`config.mk`:
```
export PLATFORM = sky130hd
export DESIGN_NAME = psum_accum_argmax
export DESIGN_NICKNAME = d
export VERILOG_FILES = /design/src/rtl/psum_accum_argmax.sv
export SDC_FILE = /design/constraint.sdc
export NUM_CORES = 1
export LEC_CHECK = 0
export ABC_CLOCK_PERIOD_IN_PS = 9800
export BUFFER_PORTS_ARGS = -buffer_cell sky130_fd_sc_hd__buf_2
export CELL_PAD_IN_SITES_DETAIL_PLACEMENT = 1
export CELL_PAD_IN_SITES_GLOBAL_PLACEMENT = 2
export CORE_MARGIN = 2
export CORE_UTILIZATION = 37
export DETAILED_ROUTE_END_ITERATION = 6
export PLACE_DENSITY_LB_ADDON = 0.1
export SLEW_MARGIN = 20
export SYNTH_ARGS = -nofsm -noshare
export SYNTH_HDL_FRONTEND = slang
export SYNTH_SLANG_ARGS = --single-unit
```
`constraint.sdc`:
```
create_clock -name clk -period 9.8 [get_ports clk]
set_input_delay 0.49 -clock clk [delete_from_list [all_inputs] [get_ports clk]]
set_output_delay 0.49 -clock clk [all_outputs]
set_load 0.05 [all_outputs]
```
`src/rtl/psum_accum_argmax.sv`:
```
// Accumulates NUM_TILES packed partial-sum vectors per lane, then scans the lanes for the argmax.
// Define PSUM_ACC_SAT_EN for saturating accumulation; the default build wraps in two's complement.
module psum_accum_argmax #(
  parameter int NUM_LANES = 10,
  parameter int PSUM_W    = 16,
  parameter int ACC_W     = 20,
  parameter int NUM_TILES = 4
) (
  input  logic                          clk,
  input  logic                          rst,
  input  logic                          soft_clr,
  input  logic                          in_valid,
  output logic                          in_ready,
  input  logic [NUM_LANES*PSUM_W-1:0]   psum_in,
  output logic                          out_valid,
  input  logic                          out_ready,
  output logic [NUM_LANES*ACC_W-1:0]    acc_out,
  output logic [3:0]                    class_idx,
  output logic signed [ACC_W-1:0]       class_val,
  output logic                          ovf
);

  localparam int              CNT_W     = (NUM_TILES > 1) ? $clog2(NUM_TILES) : 1;
  localparam logic [CNT_W-1:0] LAST_TILE = CNT_W'(NUM_TILES - 1);
  localparam logic [3:0]      LAST_LANE = 4'(NUM_LANES - 1);
`ifdef PSUM_ACC_SAT_EN
  localparam logic [ACC_W-1:0] ACC_MAX  = {1'b0, {(ACC_W-1){1'b1}}};
  localparam logic [ACC_W-1:0] ACC_MIN  = {1'b1, {(ACC_W-1){1'b0}}};
`endif

  typedef enum logic [1:0] {ST_ACCUM, ST_SCAN, ST_DONE} state_t;

  state_t           r_state;
  state_t           w_state_nxt;
  logic [CNT_W-1:0] r_tile_cnt;
  logic [3:0]       r_scan_idx;
  logic [ACC_W-1:0] r_acc     [NUM_LANES];
  logic [ACC_W-1:0] w_acc_nxt [NUM_LANES];
  logic [NUM_LANES-1:0] w_lane_ovf;
  logic [ACC_W-1:0] r_best_val;
  logic [3:0]       r_best_idx;
  logic             r_ovf;
  logic             w_accept;
  logic             w_first;
  logic             w_last_tile;
  logic [ACC_W-1:0] w_scan_val;

  assign in_ready    = (r_state == ST_ACCUM);
  assign out_valid   = (r_state == ST_DONE);
  assign w_accept    = in_valid && in_ready && !soft_clr;
  assign w_first     = (r_tile_cnt == '0);
  assign w_last_tile = (r_tile_cnt == LAST_TILE);
  assign w_scan_val  = r_acc[r_scan_idx];
  assign class_idx   = r_best_idx;
  assign class_val   = r_best_val;
  assign ovf         = r_ovf;

  // One adder per lane; the first tile of a result loads instead of adding.
  for (genvar k = 0; k < NUM_LANES; k++) begin : g_lane
    logic [PSUM_W-1:0] w_psum;
    logic [ACC_W:0]    w_ext;
    logic [ACC_W:0]    w_sum;
    logic              w_add_ovf;

    assign w_psum    = psum_in[(NUM_LANES-1-k)*PSUM_W +: PSUM_W];
    assign w_ext     = {{(ACC_W+1-PSUM_W){w_psum[PSUM_W-1]}}, w_psum};
    assign w_sum     = {r_acc[k][ACC_W-1], r_acc[k]} + w_ext;
    assign w_add_ovf = w_sum[ACC_W] ^ w_sum[ACC_W-1];
`ifdef PSUM_ACC_SAT_EN
    assign w_acc_nxt[k] = w_first    ? w_ext[ACC_W-1:0] :
                          !w_add_ovf ? w_sum[ACC_W-1:0] :
                          w_sum[ACC_W] ? ACC_MIN : ACC_MAX;
`else
    assign w_acc_nxt[k] = w_first ? w_ext[ACC_W-1:0] : w_sum[ACC_W-1:0];
`endif
    assign w_lane_ovf[k] = !w_first && w_add_ovf;
    assign acc_out[(NUM_LANES-1-k)*ACC_W +: ACC_W] = r_acc[k];
  end

  // NOTE: every always_comb output gets a default first so no path leaves it unassigned (no latch).
  always_comb begin
    w_state_nxt = r_state;
    case (r_state)
      ST_ACCUM: if (w_accept && w_last_tile) w_state_nxt = ST_SCAN;
      ST_SCAN:  if (r_scan_idx == LAST_LANE) w_state_nxt = ST_DONE;
      ST_DONE:  if (out_ready)               w_state_nxt = ST_ACCUM;
      default:                               w_state_nxt = ST_ACCUM;
    endcase
    if (soft_clr) w_state_nxt = ST_ACCUM;
  end

  // NOTE: state registers use non-blocking assignments so all flops update from pre-edge values.
  always_ff @(posedge clk or negedge rst) begin
    if (!rst) r_state <= ST_ACCUM;
    else      r_state <= w_state_nxt;
  end

  // NOTE: the accumulator array is a handful of flops, not a RAM, so it is reset like any register.
  always_ff @(posedge clk or negedge rst) begin
    if (!rst) begin
      for (int k = 0; k < NUM_LANES; k++) r_acc[k] <= '0;
      r_ovf <= 1'b0;
    end else if (soft_clr) begin
      for (int k = 0; k < NUM_LANES; k++) r_acc[k] <= '0;
      r_ovf <= 1'b0;
    end else if (w_accept) begin
      r_acc <= w_acc_nxt;
      r_ovf <= (w_first ? 1'b0 : r_ovf) | (|w_lane_ovf);
    end
  end

  // Tile counter and sequential argmax scan; ties keep the lowest index via strict compare.
  always_ff @(posedge clk or negedge rst) begin
    if (!rst) begin
      r_tile_cnt <= '0;
      r_scan_idx <= '0;
      r_best_val <= '0;
      r_best_idx <= '0;
    end else if (soft_clr) begin
      r_tile_cnt <= '0;
      r_scan_idx <= '0;
    end else begin
      if (w_accept) r_tile_cnt <= w_last_tile ? '0 : r_tile_cnt + CNT_W'(1);
      if (r_state == ST_SCAN) begin
        r_scan_idx <= (r_scan_idx == LAST_LANE) ? '0 : r_scan_idx + 4'd1;
        if ((r_scan_idx == '0) || ($signed(w_scan_val) > $signed(r_best_val))) begin
          r_best_val <= w_scan_val;
          r_best_idx <= r_scan_idx;
        end
      end
    end
  end

endmodule

```
==> out/results.tsv, run 1 <==
metric	value	unit
status	complete, but fails checks	
failing checks	hold timing	
Startpoint Class	flop	
Clock Skew	0.02624	ns
Static Leak	12.21	nW
Remaining DRCs	0	
Routed WL per cell	24.67	um
Placed Area	23380	um^2
first-pass GRT wire length	129.8	mm
#FFs+latches synth	233	
hpwl dp	67.99	mm
gr ovfl total	0	
DR WL met3	5.016	mm
mean number of vias per cell	5.746	
commonest non-fill, non-tap cell in the layout	buf_2	
post-synth top area cell	dfrtp_1	
Inserted Clock Buffers	34	
Worst VDD drop	0.0001017	V
final hold slack	-0.03340	ns
worst setup path category	reg -> reg	
FP Rows	86	
DR iter-0 viols	1125	
First-pass DRT Iterations	5	
Die Height	240.6	um
Post CTS Setup Buffer Count	0	
count of input and output buffers	391	
vias	20377	
I/O pin cnt	392	
number of global-route vias before repair	20740	
period utilization	55.43	%
global placer's final weighted congestion	0.8954	
Max Freq	184.1	MHz
Max clock buf depth	3	
Worst Hold Class	in -> async	
Critical Path Sink Type	flop	
post-synth top area share	28.15	%
Final setup viols	0	
CTS tree	built	
highest metal layer with signal wires	met5	
Slew @ Worst Pin	1.088	ns
hold_buf cts	0	
sequential share of the synthesized area	28.15	%
DIE AREA	57890	um^2
RSZ-0062 raised after global routing	false	
PostCTS Resize Cnt	0	
CTS clk-pin slew, worst paths	0.06	ns
Layout area overhead	18.53	%
Final Instance Area	24550	um^2
antenna violations before repair	10	
final worst path period need	5.432	ns
Syn Nets	2833	
commonest non-fill, non-tap cells in the layout	390 x buf_2, 286 x o21ai_0, 260 x nand2_1, 249 x a21oi_1, 231 x dfrtp_1	
total routed wirelength	87.47	mm
PwrDens	175.4	nW/um^2
prevailing post-synth register cell	dfrtp_1	
htree depth	2	
met2 WL post-DR	41.95	mm
layout cells sized above 1	19.50	%
nets	3171	
Post-Syn Area	20710	um^2
Arrival @ worst endpoint	5.86	ns
largest net degree at the start of global routing	181	
DRT antenna net count	0	
Initial Utilization	37.52	%
Synth Instances	2433	
Yosys warnings	0	
Global Route Usage Sum	29.82	%
EDFF count, synth	0	
endpoints failing hold	11	
Post-synth ARST share	100.0	%
max cap viols	0	
clock sink count	233	
library cells used by synthesis	70	
synthesized area per cell	8.513	um^2
DP Worst Slack	4.416	ns
post-placement cell count	3483	
final worst slack	4.368	ns
Core ar.	55200	um^2
critical path data required time	10.23	ns
setup TNS	0	ns
Slew Limit Headroom	27.49	%
Root Driver	clkbuf_16	
final slew viol count	0	
Clk Latency, worst-skew pair	0.57	ns
R2R Setup Slk	4.37	ns
Metal-1 WL	36.92	mm
Layout Cells excl Fill	3546	
die width	240.6	um
CP max FO	41	
largest cells by area after synthesis	dfrtp_1 28%, ha_1 14%, o21ai_0 6.9%, a21oi_1 6.0%, nand2_1 4.7%	
# fillers	6666	
==> layer usage <==
metal,up-vias,track usage [%]
met5,-,0
met2,445,50.36
met3,138,6.302
li1,9582,-
met1,10202,37.23
met4,10,11.59
==> power by group <==
group / switching (mW) / internal (mW) / total, mW
combinational: 1.15 / 0.597 / 1.74
sequential: 0.196 / 1.05 / 1.25
clock: 0.516 / 0.795 / 1.31
==> path summary, 6_finish.rpt <==
kind                          startpoint            end  cells after the start
setup / recovery           r_scan_idx[0]   class_val[7]                     16
hold / removal                       rst    acc_out[28]                      1
setup reg to reg           r_scan_idx[0]   class_val[7]                     16
hold reg to reg             class_idx[0]   class_idx[0]                      1
max in group asynchronous            rst  r_scan_idx[0]                      2
min in group clk            psum_in[158]   acc_out[194]                      3
==> synthesized netlist by cell type (21+ instances only) <==
cell,n
o21a_1,27
inv_1,77
o21bai_1,24
a211oi_1,28
mux2i_1,65
nand2_1,260
dfrtp_1,233
nor3_1,28
mux2_2,23
ha_1,225
a21oi_1,250
o22ai_1,21
a22o_1,27
o21ai_0,286
xor2_1,68
xnor2_1,93
nand3_1,26
clkbuf_1,91
nor2_1,209
a21o_1,76
mux4_2,40
==> state kept, by name, summed over array words and instances, names as in the netlist <==
name        cells
acc_out       200
class_val      20
class_idx       4
r_scan_idx      4
r_state         2
r_tile_cnt      2
ovf             1
==> worst max-delay path, stage by stage (launching register included) <==
cell	delay (ns)
dfrtp_4	0.72
buf_4	0.69
mux4_2	0.65
mux2i_1	0.20
o22ai_1	0.14
ha_1	0.35
nor2b_1	0.14
o21a_1	0.16
o21a_1	0.17
o21ai_0	0.18
o211ai_1	0.12
a21oi_1	0.17
mux2i_1	0.22
a21oi_1	0.08
o21ai_2	0.51
buf_4	0.37
mux2_2	0.37
==> cell type report <==
type                            instances  area [um^2]  area share (%)
Timing Repair Buffer                  403         2069           8.430
Tap cell                              748        935.9           3.812
Sequential cell                       233         5836           23.77
Antenna cell                            3        7.507         0.03058
Clock inverter                         14        203.9          0.8307
Inverter                               79        296.5           1.208
Clock buffer                           46        957.2           3.899
Multi-Input combinational cell       2020        14240           58.02
==> per-stage QoR <==
stage | utilization, % | power, mW
3_3_place_gp | 42.36 | 2.966
3_5_place_dp | 42.36 | 3.002
2_1_floorplan | - | 2.429
6_report | 44.47 | 4.307
4_1_cts | 44.46 | 4.334
5_1_grt | 44.47 | 4.533
==> logic make-up after synthesis <==
| group | count (synthesis) | share of synthesized area, % |
|---|---|---|
| muxes | 129 | 8.814 |
| AOI/OAI and AO/OA | 847 | 24.66 |
| xor gates and xnor gates | 161 | 6.808 |
| adders and majority gates | 235 | 14.56 |
| buffers and inverters | 180 | 3.262 |
| DFF | 233 | 28.15 |
| and+or+nand+nor | 648 | 13.75 |
No activity file was read; power rests on OpenSTA's default activity.
==> run 2, diff against run 1 <==
Settings changed: ABC_CLOCK_PERIOD_IN_PS 9800 to 5200, CORE_UTILIZATION 37 to 34.
Clock period 9.8 ns to 5.2 ns, I/O delays scaled along.
==> out/results.tsv, run 2 (synthesized netlist as in run 1, its figures left out) <==
metric	value	unit	change
antenna violations before repair	9		-1
period utilization	84.92	%	+29 points
largest net degree at the start of global routing	217		+20%
mean number of vias per cell	5.645		-1.8%
Initial Utilization	34.38	%	-3.1 points
Max Freq	226.5	MHz	+23%
R2R depth	16		unchanged
Worst VDD drop	0.0001592	V	+56%
worst hold path depth	3		
Worst Hold Class	in -> reg		
gr ovfl total	0		unchanged
Global Route Usage Sum	27.13	%	-2.7 points
htree depth	2		unchanged
Layout area overhead	19.37	%	
I/O pin cnt	392		unchanged
RSZ-0062 raised after global routing	false		
max cap viols	0		unchanged
RR Startpoint	r_scan_idx[0]		
DR iter-0 viols	864		-23%
DRT antenna net count	0		unchanged
Routed WL per cell	24.13	um	-2.2%
CTS tree	built		
status	finished clean		
hpwl dp	68.09	mm	+0.13%
FP Rows	90		+4.7%
nets	3186		+0.47%
final worst slack	0.7842	ns	-3.584 ns
count of input and output buffers	391		unchanged
reg2reg end	class_val[7]		
Remaining DRCs	0		unchanged
number of global-route vias before repair	20831		+0.44%
CP peak stage delay	0.94	ns	+0.22 ns
Clock Skew	0.02698	ns	+0.0007413 ns
worst setup path category	reg -> reg		
# fillers	7163		+7.5%
min-delay src	psum_in[112]		
global placer's final weighted congestion	0.9554		+6.7%
Startpoint Class	flop		
R2R Setup Slk	0.78	ns	-3.58 ns
Sw Share	42.85	%	-0.33 points
max FFs per register	200		unchanged
crit-path cells	buf_4, mux4_2, mux2i_1, o22ai_1, ha_1, nor2b_1, o21a_1, o21a_1, o21ai_0, o211ai_1, a21oi_1, mux2i_1, a21oi_1, o21ai_2, buf_4, mux2_2		
PwrDens	327.9	nW/um^2	+87%
Root Driver	clkbuf_16		
setup TNS	0	ns	unchanged
hold endpoint	acc_out[140]		
Critical Path Sink Type	flop		
Slew Limit Headroom	22.73	%	-4.8 points
DP Worst Slack	0.7325	ns	-3.683 ns
CP max FO	44		+7.3%
Arrival @ worst endpoint	4.84	ns	-1.02 ns
P_int	4.634	mW	+89%
die width	250.8	um	+4.2%
final worst path period need	4.416	ns	-1.016 ns
first-pass GRT wire length	130.6	mm	+0.63%
commonest non-fill, non-tap cell in the layout	buf_2		
combinational share of power	40.5	%	about the same
Max clock buf depth	3		unchanged
clock power share	30.6	%	+0.2 points
Slew @ Worst Pin	1.159	ns	+0.07134 ns
First-pass DRT Iterations	6		+1
clock sink count	233		unchanged
CTS clk-pin slew, worst paths	0.06	ns	about the same
Core ar.	60250	um^2	+9.1%
critical path data required time	5.62	ns	-4.61 ns
Inserted Clock Buffers	35		+2.9%
Die Height	250.8	um	+4.2%
switching power	3.474	mW	+87%
DIE AREA	62910	um^2	+8.7%
sequential power share	29.0	%	about the same
commonest non-fill, non-tap cells in the layout	390 x buf_2, 286 x o21ai_0, 260 x nand2_1, 249 x a21oi_1, 231 x dfrtp_1		
Clk Latency, worst-skew pair	0.56	ns	about the same
final slew viol count	0		unchanged
endpoints failing hold	0		-11
Static Leak	12.31	nW	+0.78%
total routed wirelength	86.73	mm	-0.85%
Final setup viols	0		unchanged
CP max stage cell	dfrtp_4		
layout cells sized above 1	19.79	%	+0.29 points
vias	20294		-0.41%
[run 2: worst max path at each step]
stage                  startpoint             to
floorplan           r_scan_idx[0]  class_val[10]
global placement    r_scan_idx[0]   class_val[6]
detailed placement  r_scan_idx[0]   class_val[7]
CTS                 r_scan_idx[0]   class_val[7]
global route        r_scan_idx[0]   class_val[7]
finish              r_scan_idx[0]   class_val[7]
[run 2: cell type report]
type | instances | area [um^2] | share of cell area, %
antenna | 3 | 7.507 | 0.03036
tap | 782 | 978.4 | 3.957
clock buffer | 55 | 1114 | 4.504
sequential | 233 | 5836 | 23.60
inverter | 79 | 296.5 | 1.199
timing repair buffer | 417 | 2190 | 8.856
clock inverter | 6 | 58.81 | 0.2379
multi-input combinational | 2020 | 14240 | 57.61
[run 2: worst max-delay path: cells and delay by family (launching register included)]
family / cells / cell delay (ns)
flops: 1 / 0.94
compound gates: 8 / 1.09
mux: 4 / 1.22
fa+ha+maj: 1 / 0.31
buf+inv: 2 / 0.57
simple gates: 1 / 0.13
[run 2: power groups by stage]
stage | sequential, mW | clock, mW | combinational, mW
global placement | 2.38 | 0 | 3.22
detailed placement | 2.37 | 0 | 3.28
floorplan | 2.79 | 0 | 1.78
CTS | 2.35 | 2.54 | 3.30
global route | 2.37 | 2.58 | 3.60
finish | 2.35 | 2.48 | 3.28
[run 2: what timing repair did]
| action | CTS | global route |
|---|---|---|
| buffers inserted | 0 | 0 |
| hold buffers | 6 | 0 |
| endpoints found under the hold margin | 82 | 0 |
| gates resized for setup | 0 | 0 |
[run 2: layer usage]
layer	wire length, um	track usage, %
met5	52	0
met4	2818	8.948
met3	4028	4.866
met2	41050	45.38
met1	38780	35.39
[run 2: through the flow]
stage / hold slack [ns] / area (um^2) / cells / power [mW] / util, %
after global routing: 0.03856 / 24720 / 3593 / 8.553 / 41.03
final: 0.02052 / 24720 / 3595 / 8.108 / 41.04
after floorplan: -0.03559 / 20710 / 2433 / 4.578 / -
after CTS: 0.0001454 / 24720 / 3592 / 8.183 / 41.03
after detailed placement: 0.3410 / 23480 / 3525 / 5.657 / 38.98
after global placement: 0.3419 / 23480 / 3525 / 5.599 / 38.98
==> run 3, diff against run 2 <==
Settings changed: ABC_CLOCK_PERIOD_IN_PS 5200 to 4300.
Clock period 5.2 ns to 4.3 ns, I/O delays scaled along.
==> out/results.tsv, run 3 (synthesized netlist as in run 1, its figures left out) <==
metric	value	unit	change
Global Route Usage Sum	27.55	%	+0.42 points
Slew @ Worst Pin	1.056	ns	-0.1026 ns
critical path data required time	4.72	ns	-0.90 ns
CP peak stage delay	0.65	ns	-0.29 ns
hpwl dp	68.46	mm	+0.55%
antenna violations before repair	9		unchanged
nets	3285		+3.1%
Routed WL per cell	23.76	um	-1.5%
worst setup path category	reg -> reg		
met3 global-route usage	5.208	%	+0.34 points
Final setup viols	0		unchanged
die width	250.8	um	unchanged
CP most frequent cell	a21oi_1		
setup TNS	0	ns	unchanged
mean number of vias per cell	5.602		-0.76%
CP max FO	25		-43%
final slew viol count	0		unchanged
CTS tree	built		
Root Driver	clkbuf_16		
final worst slack	0.2313	ns	-0.5528 ns
Worst Hold Class	in -> reg		
vias	20677		+1.9%
Slew Limit Headroom	29.57	%	+6.8 points
PwrDens	380.0	nW/um^2	+16%
Core ar.	60250	um^2	unchanged
total routed wirelength	87.69	mm	+1.1%
gr ovfl total	0		unchanged
largest net degree at the start of global routing	158		-27%
Worst VDD drop	0.0002185	V	+37%
First-pass DRT Iterations	4		-2
final hold slack	0.02081	ns	+0.0002981 ns
Die Height	250.8	um	unchanged
FP Rows	90		unchanged
DR iter-0 viols	1074		+24%
Arrival @ worst endpoint	4.49	ns	-0.35 ns
CP max stage cell	mux4_2		
status	finished clean		
DP Worst Slack	0.2877	ns	-0.4447 ns
Static Leak	12.73	nW	+3.4%
Max Freq	245.8	MHz	+8.5%
Final Instance Area	25690	um^2	+3.9%
period utilization	94.62	%	+9.7 points
I/O pin cnt	392		unchanged
DIE AREA	62910	um^2	unchanged
Layout area overhead	24.05	%	
commonest non-fill, non-tap cells in the layout	390 x buf_2, 286 x o21ai_0, 260 x nand2_1, 249 x a21oi_1, 231 x dfrtp_1		
endpoints failing hold	0		unchanged
first-pass GRT wire length	132.9	mm	+1.8%
crit-path cells	buf_12, mux4_2, mux2i_1, o22ai_1, ha_1, a21o_1, a21o_1, a21oi_1, o21ai_0, a21oi_1, mux2i_1, a21oi_1, o21ai_2, buf_12, mux2_2		
Max clock buf depth	3		unchanged
max cap viols	0		unchanged
layout cells sized above 1	19.46	%	-0.32 points
DRT antenna net count	0		unchanged
Remaining DRCs	0		unchanged
post-layout util	42.65	%	+1.6 points
FF+latch area	5836	um^2	unchanged
commonest non-fill, non-tap cell in the layout	buf_2		
Inserted Clock Buffers	35		unchanged
Placed Area	23680	um^2	+0.85%
htree depth	2		unchanged
routing usage on met2	45.82	%	+0.44 points
GRT busiest layer	met2		
global placer's final weighted congestion	0.9241		-3.3%
# fillers	7179		+0.22%
Clock Skew	0.01647	ns	-0.01051 ns
Initial Utilization	34.38	%	unchanged
final worst path period need	4.069	ns	-0.3472 ns
RSZ-0062 raised after global routing	false		
Critical Path Sink Type	flop		
number of global-route vias before repair	21430		+2.9%
Startpoint Class	flop		
clock sink count	233		unchanged
M1 GR Usage	35.40	%	about the same
PostCTS Resize Cnt	0		unchanged
Clk Latency, worst-skew pair	0.55	ns	about the same
area of the multi-input gates	14240	um^2	unchanged
max FFs per register	200		unchanged
CTS clk-pin slew, worst paths	0.05	ns	about the same
count of input and output buffers	391		unchanged
-- run 3: cell types whose count changed in the layout (fill, tap and decap cells not counted) --
| cell | delta |
|---|---|
| clkbuf_1 | +4 |
| buf_4 | +8 |
| dlygate4sd3_1 | +84 |
| clkbuf_8 | -6 |
| buf_12 | +7 |
| diode_2 | -2 |
| clkinv_2 | +2 |
| inv_6 | -1 |
-- run 3: per-layer routing --
metal / up-vias / share of wire [%]
met5: - / 0.096
met4: 12 / 4.0
met3: 139 / 4.7
met2: 383 / 47
met1: 10337 / 44
li1: 9806 / -
-- run 3: timing repair --
item,CTS,global route
hold buffers,90,0
setup buffers,0,0
endpoints found under the hold margin,164,0
-- run 3: per-stage QoR --
stage               total power [mW]  cells
finish                         9.762   3691
global placement               6.771   3540
floorplan                      5.536   2433
CTS                            9.862   3690
global route                   10.32   3691
detailed placement             6.854   3540
-- run 3: final cells by class --
cell class / count / area share, %
Antenna cell: 1 / 0.009739
Clock buffer: 53 / 4.071
Clock inverter: 7 / 0.2337
Inverter: 79 / 1.154
Multi-Input combinational cell: 2020 / 55.44
Sequential cell: 233 / 22.71
Tap cell: 782 / 3.808
Timing Repair Buffer: 516 / 12.57
-- run 3: power by group --
group / switching, mW / internal (mW)
sequential: 0.406 / 2.41
combinational: 2.64 / 1.43
clock: 1.15 / 1.73
total: 4.20 / 5.57
-- run 3: final timing paths --
kind | depth (start not counted) | slack, ns | endpoint | startpoint
min reg2reg | 1 | 0.52 | r_tile_cnt[0] | r_tile_cnt[0]
min in group asynchronous | 2 | 0.24 | acc_out[24] | rst
max in group asynchronous | 3 | 2.96 | acc_out[178] | rst
max | 15 | 0.23 | class_val[6] | r_scan_idx[0]
min | 3 | 0.02 | acc_out[30] | psum_in[26]
max reg2reg | 15 | 0.23 | class_val[6] | r_scan_idx[0]
-- run 3: critical path: cells and delay by family, from the launching register on --
family | cells | cell delay, ns
AOI/OAI and AO/OA | 8 | 1.29
adders and majority gates | 1 | 0.33
buffers and inverters | 2 | 0.43
DFF | 1 | 0.44
muxes | 4 | 1.43
